$ cat src/rtl/multicycle_control_pkg.sv
// -----------------------------------------------------------------------------
// multicycle_control_pkg
//   Shared definitions for the multi-cycle RV64-subset control FSM:
//   state encodings, opcode constants, ALU operation codes and the ALU
//   B-operand select codes. Imported by multicycle_control and by anything
//   that wants to decode the State debug output symbolically.
// -----------------------------------------------------------------------------
package multicycle_control_pkg;

  // State encodings are fixed because State is exported for debug and
  // verification; tools and scripts rely on these exact values.
  typedef enum logic [3:0] {
    S_INIT      = 4'd0,
    S_FETCH     = 4'd1,
    S_DECODE    = 4'd2,
    S_EXEC_R    = 4'd3,
    S_R_WB      = 4'd4,
    S_MEM_ADDR  = 4'd5,
    S_MEM_READ  = 4'd6,
    S_MEM_WB    = 4'd7,
    S_MEM_WRITE = 4'd8,
    S_BRANCH    = 4'd9,
    S_TRAP      = 4'd10
  } ctrlState;

  // Supported major opcodes (instruction bits [6:0]).
  localparam logic [6:0] OP_RTYPE = 7'b0110011;
  localparam logic [6:0] OP_LD    = 7'b0000011;
  localparam logic [6:0] OP_SD    = 7'b0100011;
  localparam logic [6:0] OP_BEQ   = 7'b1100011;

  // ALUOp codes seen by the ALU control block.
  localparam logic [1:0] ALUOP_ADD   = 2'b00;
  localparam logic [1:0] ALUOP_SUB   = 2'b01;
  localparam logic [1:0] ALUOP_FUNCT = 2'b10;

  // ALU B-operand select codes.
  localparam logic [1:0] SRCB_RS2     = 2'b00;
  localparam logic [1:0] SRCB_FOUR    = 2'b01;
  localparam logic [1:0] SRCB_IMM     = 2'b10;
  localparam logic [1:0] SRCB_IMM_SH1 = 2'b11;

  // States that hold on the memory handshake and are guarded by the
  // wait/timeout counter.
  function automatic logic isWaitState(input ctrlState s);
    return (s == S_FETCH) || (s == S_MEM_READ) || (s == S_MEM_WRITE);
  endfunction

  // Dispatch out of DECODE; anything not in the subset is a trap.
  function automatic ctrlState decodeTarget(input logic [6:0] op);
    ctrlState target;
    case (op)
      OP_RTYPE:     target = S_EXEC_R;
      OP_LD, OP_SD: target = S_MEM_ADDR;
      OP_BEQ:       target = S_BRANCH;
      default:      target = S_TRAP;
    endcase
    return target;
  endfunction

endpackage

$ cat src/rtl/multicycle_control.sv
// -----------------------------------------------------------------------------
// multicycle_control
//   Moore-style control FSM for a multi-cycle RV64-subset datapath (R-type,
//   ld, sd, beq) built around one shared ALU, one unified memory and the
//   register file. One instruction takes several cycles; memory accesses wait
//   on MemReady, and a wait that exceeds TIMEOUT_CYCLES traps. Illegal opcodes
//   also trap. TRAP is sticky until Reset.
//
// Parameters
//   TIMEOUT_CYCLES : max consecutive MemReady-low cycles in a wait state
//                    before trapping; 0 disables the timeout.
//   CNT_W          : wait counter width; must be able to hold TIMEOUT_CYCLES.
//
// Ports
//   Clk        in   rising-edge clock
//   Reset      in   asynchronous active-high reset, forces INIT
//   OpCode     in   [6:0] opcode from IR, stable from DECODE to next FETCH end
//   Zero       in   ALU zero flag (beq condition)
//   MemReady   in   memory completes the current access this cycle
//   PCWrite    out  PC load enable (beq condition already folded in)
//   IorD       out  memory address select: 0 = PC, 1 = ALUOut
//   MemRead    out  memory read request
//   MemWrite   out  memory write request
//   IRWrite    out  IR load enable
//   MemToReg   out  writeback select: 0 = ALUOut, 1 = MDR
//   RegWrite   out  register file write enable
//   ALUSrcA    out  0 = PC, 1 = rs1
//   ALUSrcB    out  [1:0] 00 rs2, 01 const 4, 10 imm, 11 imm<<1
//   ALUOp      out  [1:0] 00 add, 01 sub/compare, 10 funct-decoded
//   PCSource   out  0 = ALU result, 1 = ALUOut (branch target)
//   InstrDone  out  one-cycle pulse on the last cycle of each instruction
//   Error      out  high while in TRAP
//   State      out  [3:0] current state encoding (debug)
//
// Outputs decode combinationally from the state register (plus MemReady or
// Zero in a few states), so an asynchronous Reset removes every request,
// including a pending MemWrite, in the same cycle it asserts.
// -----------------------------------------------------------------------------
module multicycle_control
  import multicycle_control_pkg::*;
#(
  parameter int TIMEOUT_CYCLES = 16,
  parameter int CNT_W          = 5
) (
  input  logic       Clk,
  input  logic       Reset,
  input  logic [6:0] OpCode,
  input  logic       Zero,
  input  logic       MemReady,
  output logic       PCWrite,
  output logic       IorD,
  output logic       MemRead,
  output logic       MemWrite,
  output logic       IRWrite,
  output logic       MemToReg,
  output logic       RegWrite,
  output logic       ALUSrcA,
  output logic [1:0] ALUSrcB,
  output logic [1:0] ALUOp,
  output logic       PCSource,
  output logic       InstrDone,
  output logic       Error,
  output logic [3:0] State
);

  // Limit widened by one bit so the "count would reach the limit" compare
  // below cannot overflow even when waitCnt is saturated.
  localparam logic [CNT_W:0] LIMIT = (CNT_W+1)'(TIMEOUT_CYCLES);
  localparam logic TIMEOUT_EN = (TIMEOUT_CYCLES != 0);

  ctrlState         state;
  ctrlState         stateNext;
  logic [CNT_W-1:0] waitCnt;
  logic [CNT_W:0]   cntInc;
  logic             timeoutHit;

  // ---------------------------------------------------------------------------
  // Timeout detection
  // This cycle is the TIMEOUT_CYCLES-th consecutive MemReady-low cycle in the
  // current wait state. MemReady high always wins over the limit.
  // ---------------------------------------------------------------------------
  assign cntInc     = {1'b0, waitCnt} + (CNT_W+1)'(1);
  assign timeoutHit = TIMEOUT_EN && isWaitState(state) && !MemReady &&
                      (cntInc >= LIMIT);

  // ---------------------------------------------------------------------------
  // Next-state logic
  // ---------------------------------------------------------------------------
  always_comb begin
    // NOTE: assigning a default before the case keeps every path assigned,
    // so no latch is inferred for stateNext or any output below.
    stateNext = state;
    case (state)
      S_INIT:     stateNext = S_FETCH;
      S_FETCH: begin
        if (MemReady)        stateNext = S_DECODE;
        else if (timeoutHit) stateNext = S_TRAP;
      end
      S_DECODE:   stateNext = decodeTarget(OpCode);
      S_EXEC_R:   stateNext = S_R_WB;
      S_R_WB:     stateNext = S_FETCH;
      S_MEM_ADDR: stateNext = (OpCode == OP_LD) ? S_MEM_READ : S_MEM_WRITE;
      S_MEM_READ: begin
        if (MemReady)        stateNext = S_MEM_WB;
        else if (timeoutHit) stateNext = S_TRAP;
      end
      S_MEM_WB:   stateNext = S_FETCH;
      S_MEM_WRITE: begin
        if (MemReady)        stateNext = S_FETCH;
        else if (timeoutHit) stateNext = S_TRAP;
      end
      S_BRANCH:   stateNext = S_FETCH;
      S_TRAP:     stateNext = S_TRAP;
      // Encodings 11-15 are unreachable in normal operation; treat an
      // upset into them as a fault.
      default:    stateNext = S_TRAP;
    endcase
  end

  // ---------------------------------------------------------------------------
  // State register and wait counter
  // ---------------------------------------------------------------------------
  always_ff @(posedge Clk or posedge Reset) begin
    if (Reset) begin
      state   <= S_INIT;
      waitCnt <= '0;
    end else begin
      // NOTE: non-blocking assignments so every register samples the
      // pre-edge values regardless of statement order.
      state <= stateNext;
      if (stateNext != state) begin
        waitCnt <= '0;
      end else if (isWaitState(state) && !MemReady && (waitCnt != '1)) begin
        // Saturating: a stuck wait with the timeout disabled must not wrap.
        waitCnt <= waitCnt + CNT_W'(1);
      end
    end
  end

  // ---------------------------------------------------------------------------
  // Output decode
  // ---------------------------------------------------------------------------
  always_comb begin
    PCWrite   = 1'b0;
    IorD      = 1'b0;
    MemRead   = 1'b0;
    MemWrite  = 1'b0;
    IRWrite   = 1'b0;
    MemToReg  = 1'b0;
    RegWrite  = 1'b0;
    ALUSrcA   = 1'b0;
    ALUSrcB   = SRCB_RS2;
    ALUOp     = ALUOP_ADD;
    PCSource  = 1'b0;
    InstrDone = 1'b0;
    Error     = 1'b0;
    case (state)
      S_FETCH: begin
        // PC + 4 computed in parallel with the instruction read; both the
        // IR and the PC commit only on the cycle memory delivers.
        MemRead = 1'b1;
        IorD    = 1'b0;
        ALUSrcA = 1'b0;
        ALUSrcB = SRCB_FOUR;
        ALUOp   = ALUOP_ADD;
        IRWrite = MemReady;
        PCWrite = MemReady;
      end
      S_DECODE: begin
        // Speculatively form the branch target PC + (imm<<1) into ALUOut.
        ALUSrcA = 1'b0;
        ALUSrcB = SRCB_IMM_SH1;
        ALUOp   = ALUOP_ADD;
      end
      S_EXEC_R: begin
        ALUSrcA = 1'b1;
        ALUSrcB = SRCB_RS2;
        ALUOp   = ALUOP_FUNCT;
      end
      S_R_WB: begin
        RegWrite  = 1'b1;
        MemToReg  = 1'b0;
        InstrDone = 1'b1;
      end
      S_MEM_ADDR: begin
        ALUSrcA = 1'b1;
        ALUSrcB = SRCB_IMM;
        ALUOp   = ALUOP_ADD;
      end
      S_MEM_READ: begin
        MemRead = 1'b1;
        IorD    = 1'b1;
      end
      S_MEM_WB: begin
        RegWrite  = 1'b1;
        MemToReg  = 1'b1;
        InstrDone = 1'b1;
      end
      S_MEM_WRITE: begin
        MemWrite  = 1'b1;
        IorD      = 1'b1;
        InstrDone = MemReady;
      end
      S_BRANCH: begin
        // rs1 - rs2 sets Zero; the target already sits in ALUOut.
        ALUSrcA   = 1'b1;
        ALUSrcB   = SRCB_RS2;
        ALUOp     = ALUOP_SUB;
        PCSource  = 1'b1;
        PCWrite   = Zero;
        InstrDone = 1'b1;
      end
      S_TRAP: begin
        Error = 1'b1;
      end
      default: ;
    endcase
  end

  assign State = state;

endmodule

$ cat config.mk
export PLATFORM = sky130hd
export DESIGN_NAME = multicycle_control
export DESIGN_NICKNAME = d
export VERILOG_FILES = /design/src/rtl/multicycle_control_pkg.sv /design/src/rtl/multicycle_control.sv
export SDC_FILE = /design/constraint.sdc
export NUM_CORES = 1
export LEC_CHECK = 0
export ABC_CLOCK_PERIOD_IN_PS = 2570
export BUFFER_PORTS_ARGS = -buffer_cell sky130_fd_sc_hd__clkbuf_2
export CAP_MARGIN = 20
export CORE_ASPECT_RATIO = 0.6
export CORE_MARGIN = 2
export CORE_UTILIZATION = 35
export CTS_BUF_LIST = sky130_fd_sc_hd__clkbuf_8
export DETAILED_ROUTE_END_ITERATION = 8
export SETUP_SLACK_MARGIN = 0.2
export SYNTH_ARGS = -nofsm -noshare
export SYNTH_HDL_FRONTEND = slang
export SYNTH_SLANG_ARGS = --single-unit
$ cat constraint.sdc
create_clock -name Clk -period 2.57 [get_ports Clk]
set_input_delay 0.1285 -clock Clk [delete_from_list [all_inputs] [get_ports Clk]]
set_output_delay 0.1285 -clock Clk [all_outputs]
set_load 0.02 [all_outputs]
# Yosys cells after proc, flatten, opt, wreduce, memory -nomap -nowiden

Cells that the tools add are included.

Bits in registers: 9
Input bits: 11
Output and inout port bits: 19
Word-level logic and storage cells: 58

Add/subtract/negate cells: 2
$lt $le $gt $ge: 1
Equal/unequal tests: 16
Mux-type cells: 22
Reduce and logical (&&, ||, !) cells: 15

Operators by type and width:

| kind                | number |
|---|---|
| $pmux 4 s7          | 1 |
| $mux 4              | 5 |
| $eq 4x3->1 const B  | 4 |
| $eq 7x6->1 const B  | 2 |
| $eq 4x4->1 const B  | 3 |
| $pmux 4 s3          | 1 |
| $mux 5              | 2 |
| $mux 1              | 9 |
| $eq 4x2->1 const B  | 2 |
| $reduce_or 2->1     | 4 |
| $eq 7x2->1 const B  | 1 |
| $eq 7x7->1 const B  | 1 |
| $add 5x1->6 const B | 1 |
| $ge 6x5->1 const B  | 1 |
| $pmux 2 s3          | 1 |
| $reduce_or 3->1     | 2 |
| $add 5x1->5 const B | 1 |
| $ne 5x5->1 const B  | 1 |
| $eq 4x1->1 const B  | 1 |
| $logic_not 4->1     | 1 |
| $ne 4x4->1          | 1 |
| $pmux 1 s2          | 2 |
| $pmux 2 s2          | 1 |
| $reduce_or 4->1     | 1 |
| other kinds (4)     | 7 |

# Longest topological paths before layout

Gate-level depths: netlist (run 1).

Depth in word-level cells: 10
Depth in mapped cells: 8
Depth with buffers taken out: 8

# Worst setup path before layout (run 1)

OpenSTA, ideal clock, no wires.

Kind: register to register
Start point: register waitCnt[0]
End point: register waitCnt[0]
Library setup time: 101 ps
Arrival time: 1910 ps
Required time: 2469 ps
Setup slack: 559 ps
Cell stages (with the launch flop): 9
Buffers on the path: 0
Clock period less this slack: 2011 ps
Cell sequence: dfrtp_1 ha_1 and3_1 ha_1 inv_1 o22ai_1 o311ai_1 nand3_2 nor4_1

Longest elaborated chain between the ends: 8

Ends and longest elaborated chain:

| element                                            | RTL line                                                                       | source |
|---|---|---|
| start, declared                                    | multicycle_control.sv:73                                                       | `logic [CNT_W-1:0] waitCnt;` |
| start signal, assigned                             | multicycle_control.sv:135                                                      | `waitCnt <= waitCnt + CNT_W'(1);` |
| $add 5x1->6                                        | multicycle_control.sv:82                                                       | `assign cntInc = {1'b0, waitCnt} + (CNT_W+1)'(1);` |
| $ge 6x5->1                                         | multicycle_control.sv:84                                                       | `(cntInc >= LIMIT);` |
| $logic_and 1x1->1                                  | multicycle_control.sv:83                                                       | `assign timeoutHit = TIMEOUT_EN && isWaitState(state) && !MemReady &&` |
| $mux 4                                             | multicycle_control.sv:97, multicycle_control.sv:105, multicycle_control.sv:110 |  |
| $mux 4 (on tied branches)                          | multicycle_control.sv:109, multicycle_control.sv:96, multicycle_control.sv:104 |  |
| $pmux 4 s7                                         | multicycle_control.sv:93                                                       | `case (state)` |
| $ne 4x4->1                                         | multicycle_control.sv:131                                                      | `if (stateNext != state) begin` |
| $mux 5 / $reduce_bool 2->1 (equally long branches) | -                                                                              |  |

Several ways; a longest one is shown, not always the timed one. The select of a mux whose other input is x is not followed.
A chain may end at the register's enable or synchronous reset.

# Final worst setup path (run 1)

Start point: register waitCnt[0]
End point: register waitCnt[3]

Same word-level chain as after synthesis.

==> flow_summary_export.csv, run 1 <==
group,metric,value,unit
logic_synthesis,synth_area,1070,um^2
power,ir_drop,0.564,mV
sta,rsz0062_at_grt,"true",
sta,final_hold_viol_count,0,
routing,avgRoutedWirePerCell,14.9,um
hold_path,hold_class,"primary input to asynchronous set/reset pin",
sta,worst_clock_skew,0.00353,ns
cts,cts_buffers,3,
global_routing,grt_overflow,0,
cts,cts_num_sinks,9,
sta,period_minus_slack,2.23,ns
routing,drc,0,
cts,cts.reportedPaths.clkPinSlew,0.05,ns
finish,final_cell_mix,"29 x clkbuf_2, 12 x nor2_1, 9 x dfrtp_1, 9 x nand2_1",
global_routing,gr-usage-met3,1.93,%
sta,max_clock_freq,448,MHz
logic_synthesis,synth_edf_count,0,
cts,cts_setup_buffers,0,
setup_path,r2r_slack,0.34,ns
power,leakagePower,0.543,nW
setup_path,cp_max_fo,5,
logic_synthesis,synth.avg_cell_area,7.91,um^2
finish,n_antenna_cell,0,
routing,drt_iter0_markers,136,
die,row_count,15,
global_routing,grt_max_degree,22,
logic_synthesis,syn_inst,135,
cts,cts_tree,"done",
die,io_pins,30,
routing,first_pass_iters,4,
setup_path,critical_path_arrival,2.37,ns
die,die_x,75.3,um
logic_synthesis,yosys_warnings,0,
logic_synthesis,synth_ff_type,"dfrtp_1",
sta,fin_hold_ws,0.369,ns
setup_path,cpMostUsedCell,"ha_1",
finish,nets,175,
setup_path,crit_slowest_cell,"dfrtp_1",
setup_path,end_kind,"flip-flop",
logic_synthesis,synth.yosys.seq_area_share,21.1,%
status,status,"completed",
sta,setup-violations-final,0,
logic_synthesis,synthArstFlopShare,100,%
setup_path,required,2.71,ns
finish,drive_above_1_share,29.8,%
die,die_area,3520,um^2
power,power_density,1140,nW/um^2
cts,root_buffer,"clkbuf_8",
routing,via_per_inst,5.74,
sta,setup_tns,0,ns
logic_synthesis,synth_fp_nets,148,
setup_path,critPathKind,"flip-flop to flip-flop",
sta,finalCritPeriodShare,86.9,%
cts,h-tree-depth,1,
global_routing,use_met1,30.7,%
cts,clockBufferDepth,2,
setup_path,cp_slowest_stage_delay,0.40,ns
global_routing,met2_usage,23.1,%
finish,layout_commonest_cell,"clkbuf_2",
die,coreArea,2890,um^2
routing,vias,1165,
logic_synthesis,yosys.area.top_type,"dfrtp_1",
global_routing,grt_pass1_vias,938,
sta,max-slew-margin-rel,56.7,%
routing,ant_nets,0,
logic_synthesis,synth_cell_types,54,
global_routing,grt_first_pass_wirelength,4710,um
routing,wirelength,3030,um
cts,clk_latency,0.24,ns
setup_path,start_kind,"flip-flop",
sta,setup_ws,0.336,ns
placement,gp_congestion,0.832,
power,total_power,0.00146,W
global_routing,antenna_found_initial,0,
sta,slew_viol_final,0,
placement,place_worst_setup_slack,0.380,ns
sta,tightest_slew,0.650,ns
logic_synthesis,yosysTopAreaCellShare,21.1,%
placement,numPortBuffers,29,
setup_path,crit_chain,"ha_1, and3_1, ha_1, inv_1, o22ai_1, o311ai_1, nand3_2, nor4_2",
finish,syn_to_final_growth,20.0,%
global_routing,busiest_layer,"met1",
die,initial_core_util,36.9,%
die,die_h,46.8,um
placement,dpl.hpwl,2290,um
logic_synthesis,ys_ff_latch,9,
global_routing,grt_usage,18.1,%
flow_run,cap_violations,0,
logic_synthesis,synth.area.top_cells,"dfrtp_1 21%, nor2_1 4.2%, nor3_1 3.3%",
repair_timing:
item                                    4_1_cts  5_1_grt
hold buffers                                  1        0
endpoints found under the hold margin         9        0
endpoints found under the setup margin        0        4
gates resized for setup                       0        3
final timing paths:
path	from	cells after the start	end
min in group Clk	OpCode[4]	4	State[1]
min reg2reg	waitCnt[0]	3	waitCnt[0]
max in group asynchronous	Reset	3	waitCnt[0]
max reg2reg	waitCnt[0]	8	waitCnt[3]
max	waitCnt[0]	8	waitCnt[3]
min	Reset	3	waitCnt[3]
power breakdown:
part	switching, W	internal (W)
Sequential	0.000128	0.000177
Clock	0.0000575	0.000106
Combinational	0.000649	0.000346
per-stage QoR:
stage | instance area (um^2) | util (%) | std cells
CTS | 1260 | 43.6 | 203
global placement | 1200 | 41.7 | 198
global route | 1280 | 44.3 | 203
finish | 1280 | 44.3 | 203
floorplan | 1070 | - | 135
detailed placement | 1200 | 41.7 | 198
cell families (layout without fill, tap and decap cells):
kind of cell    after synthesis  count (layout)  share of synthesized area [%]
xor+xnor                      1               1                          0.821
compound gates               43              43                           29.1
flops                         9               9                           21.1
simple gates                 62              62                           36.6
buf+inv                      17              43                           9.14
fa+ha+maj                     3               3                           3.28
state kept, by name (all words and copies together), names as in the netlist:
| register | cells |
|---|---|
| State | 4 |
| waitCnt | 5 |
final cells by class:
| class | count | area (um^2) |
|---|---|---|
| tap | 42 | 52.6 |
| clock inverter | 1 | 5.00 |
| multi-input combinational | 109 | 764 |
| fill | 300 | 1610 |
| clock buffer | 3 | 41.3 |
| timing repair buffer | 31 | 163 |
| sequential | 9 | 225 |
| inverter | 8 | 30.0 |
critical path: cells and delay by family, from the launching register on:
| kind | cells | cell delay [ns] |
|---|---|---|
| AOI/OAI and AO/OA | 2 | 0.48 |
| adders and majority gates | 2 | 0.47 |
| buffers and inverters | 1 | 0.09 |
| DFF | 1 | 0.40 |
| and+or+nand+nor | 3 | 0.69 |
layer usage:
metal	vias to the layer above	routed length, um
li1	560	-
met1	542	1510
met2	57	1230
met3	6	260
met4	0	36
met5	-	0
synth_stat cells, drive strengths merged, types with 2 or more instances:
master / number
o21ai: 13
nor2: 12
buf: 9
dfrtp: 9
nand2: 9
inv: 8
nor3: 8
nor4: 7
a21oi: 5
nand2b: 4
and3: 3
nand3: 3
nand3b: 3
o21a: 3
a211oi: 2
a22oi: 2
ha: 2
nand4bb: 2
nor2b: 2
o2111ai: 2
o22a: 2
o31a: 2
o31ai: 2
or2: 2
or3b: 2
Power figures use the tool's default switching activity.
==> run 2, diff against run 1 <==
Settings changed: CELL_PAD_IN_SITES_DETAIL_PLACEMENT set to 2, CELL_PAD_IN_SITES_GLOBAL_PLACEMENT set to 2, CORE_UTILIZATION 35 to 30, PLACE_DENSITY_LB_ADDON set to 0.1, RECOVER_POWER set to 25.
==> flow_summary_export.csv, run 2 (synthesis gave the netlist of run 1 again) <==
group,metric,value,unit
routing,avgRoutedWirePerCell,20.6,um
setup_path,reg2regPathDepth,5,
global_routing,grt_usage,21.0,%
die,coreArea,3320,um^2
finish,fill_cells,396,
finish,seq_area,226,um^2
routing,vias,1265,
setup_path,worstSetupStartpoint,"State[0]",
finish,drive_above_1_share,39.1,%
routing,via_per_inst,5.78,
routing,wirelength,4520,um
die,row_count,16,
flow_run,cap_violations,0,
finish,nets,188,
sta,worst_clock_skew,0.00237,ns
sta,max-slew-margin-rel,54.4,%
finish,regMostFlops,"waitCnt",
finish,final_cell_mix,"29 x clkbuf_2, 14 x buf_4, 12 x nor2_1",
routing,first_pass_iters,4,
sta,final_hold_viol_count,0,
sta,setup-violations-final,0,
cts,cts_tree,"done",
cts,h-tree-depth,1,
sta,slew_viol_final,0,
global_routing,grt_overflow,0,
placement,gp_congestion,0.850,
finish,largest_reg_flops,5,
setup_path,end_kind,"flip-flop",
placement,place_worst_setup_slack,0.234,ns
power,leakagePower,0.606,nW
setup_path,cp_max_fo,10,
sta,rsz0062_at_grt,"false",
cts,clk_latency,0.23,ns
finish,layout_commonest_cell,"clkbuf_2",
routing,ant_nets,0,
hold_path,hold_class,"primary input to asynchronous set/reset pin",
power,power_density,1210,nW/um^2
sta,period_minus_slack,2.28,ns
die,initial_core_util,32.1,%
routing,drt_iter0_markers,179,
setup_path,critPathKind,"flip-flop to flip-flop",
setup_path,worstReg2RegStart,"State[0]",
cts,root_buffer,"clkbuf_8",
sta,setup_ws,0.286,ns
die,io_pins,30,
die,die_area,4070,um^2
power,ir_drop,0.673,mV
setup_path,r2r_end,"waitCnt[3]",
setup_path,start_kind,"flip-flop",
global_routing,grt_pass1_vias,1193,
cts,clockBufferDepth,2,
die,die_x,81,um
setup_path,critical_path_arrival,2.42,ns
finish,multi_input_area,813,um^2
status,status,"completed",
routing,drc,0,
global_routing,antenna_found_initial,0,
cts,cts_num_sinks,9,
cts,cts.reportedPaths.clkPinSlew,0.05,ns
sta,setup_tns,0,ns
finish,n_antenna_cell,0,
setup_path,r2r_slack,0.29,ns
finish,syn_to_final_growth,34.1,%
die,die_h,50.2,um
sta,max_clock_freq,438,MHz
setup_path,required,2.71,ns
placement,numPortBuffers,29,
sta,tightest_slew,0.682,ns
global_routing,grt_max_degree,16,
global_routing,grt_first_pass_wirelength,6530,um
cts,cts_buffers,3,
sta,finalCritPeriodShare,88.9,%
placement,dpl.hpwl,3030,um
-- run 2: how the worst max path moves through the flow --
| stage | end | slack, ns |
|---|---|---|
| floorplan | waitCnt[0] | 0.56 |
| global placement | waitCnt[0] | 0.37 |
| detailed placement | waitCnt[2] | 0.23 |
| CTS | waitCnt[2] | 0.21 |
| global route | waitCnt[2] | 0.18 |
| finish | waitCnt[3] | 0.29 |
-- run 2: repair_timing --
item                                    4_1_cts  5_1_grt
endpoints found under the setup margin        0        5
endpoints found under the hold margin         9        0
resized for setup                             0       14
buffers inserted                              0        9
hold buffers                                  1        0
-- run 2: final cells by class --
| class | instances | share of cell area [%] |
|---|---|---|
| flip-flops and latches | 9 | 15.8 |
| clock buffers | 3 | 2.88 |
| clock inverters | 1 | 0.262 |
| repair buffers | 44 | 18.2 |
| inverters | 8 | 2.10 |
| multi-input cells | 109 | 56.8 |
| well taps | 45 | 3.93 |
-- run 2: metal layers --
| metal | share of wire (%) | vias to the layer above | GRT usage (%) |
|---|---|---|---|
| li1 | - | 590 | - |
| met1 | 50 | 621 | 34.4 |
| met2 | 44 | 52 | 29.1 |
| met3 | 6.3 | 2 | 2.88 |
| met4 | 0.20 | 0 | 2.54 |
| met5 | 0 | - | 0 |
-- run 2: where the power goes --
part	switching, W	internal (W)	total [W]
clock	0.0000585	0.000104	0.000163
sequential	0.000121	0.000179	0.000300
combinational	0.000812	0.000460	0.00127
-- run 2: critical path, stage by stage, from the launching register on --
cell	delay (ns)
dfrtp_1	0.52
nand2b_1	0.36
o22a_1	0.43
nor4_1	0.44
o21ai_2	0.13
nor4_4	0.29
-- run 2: stage by stage --
stage	utilization, %	total power [W]	hold WS (ns)	cells	cell area (um^2)
floorplan	-	0.00105	-0.0436	135	1070
global placement	37.3	0.00133	0.0826	205	1240
detailed placement	37.3	0.00135	0.0882	205	1240
CTS	38.9	0.00153	0.395	210	1290
global route	43.1	0.00185	0.436	219	1430
finish	43.1	0.00174	0.391	219	1430
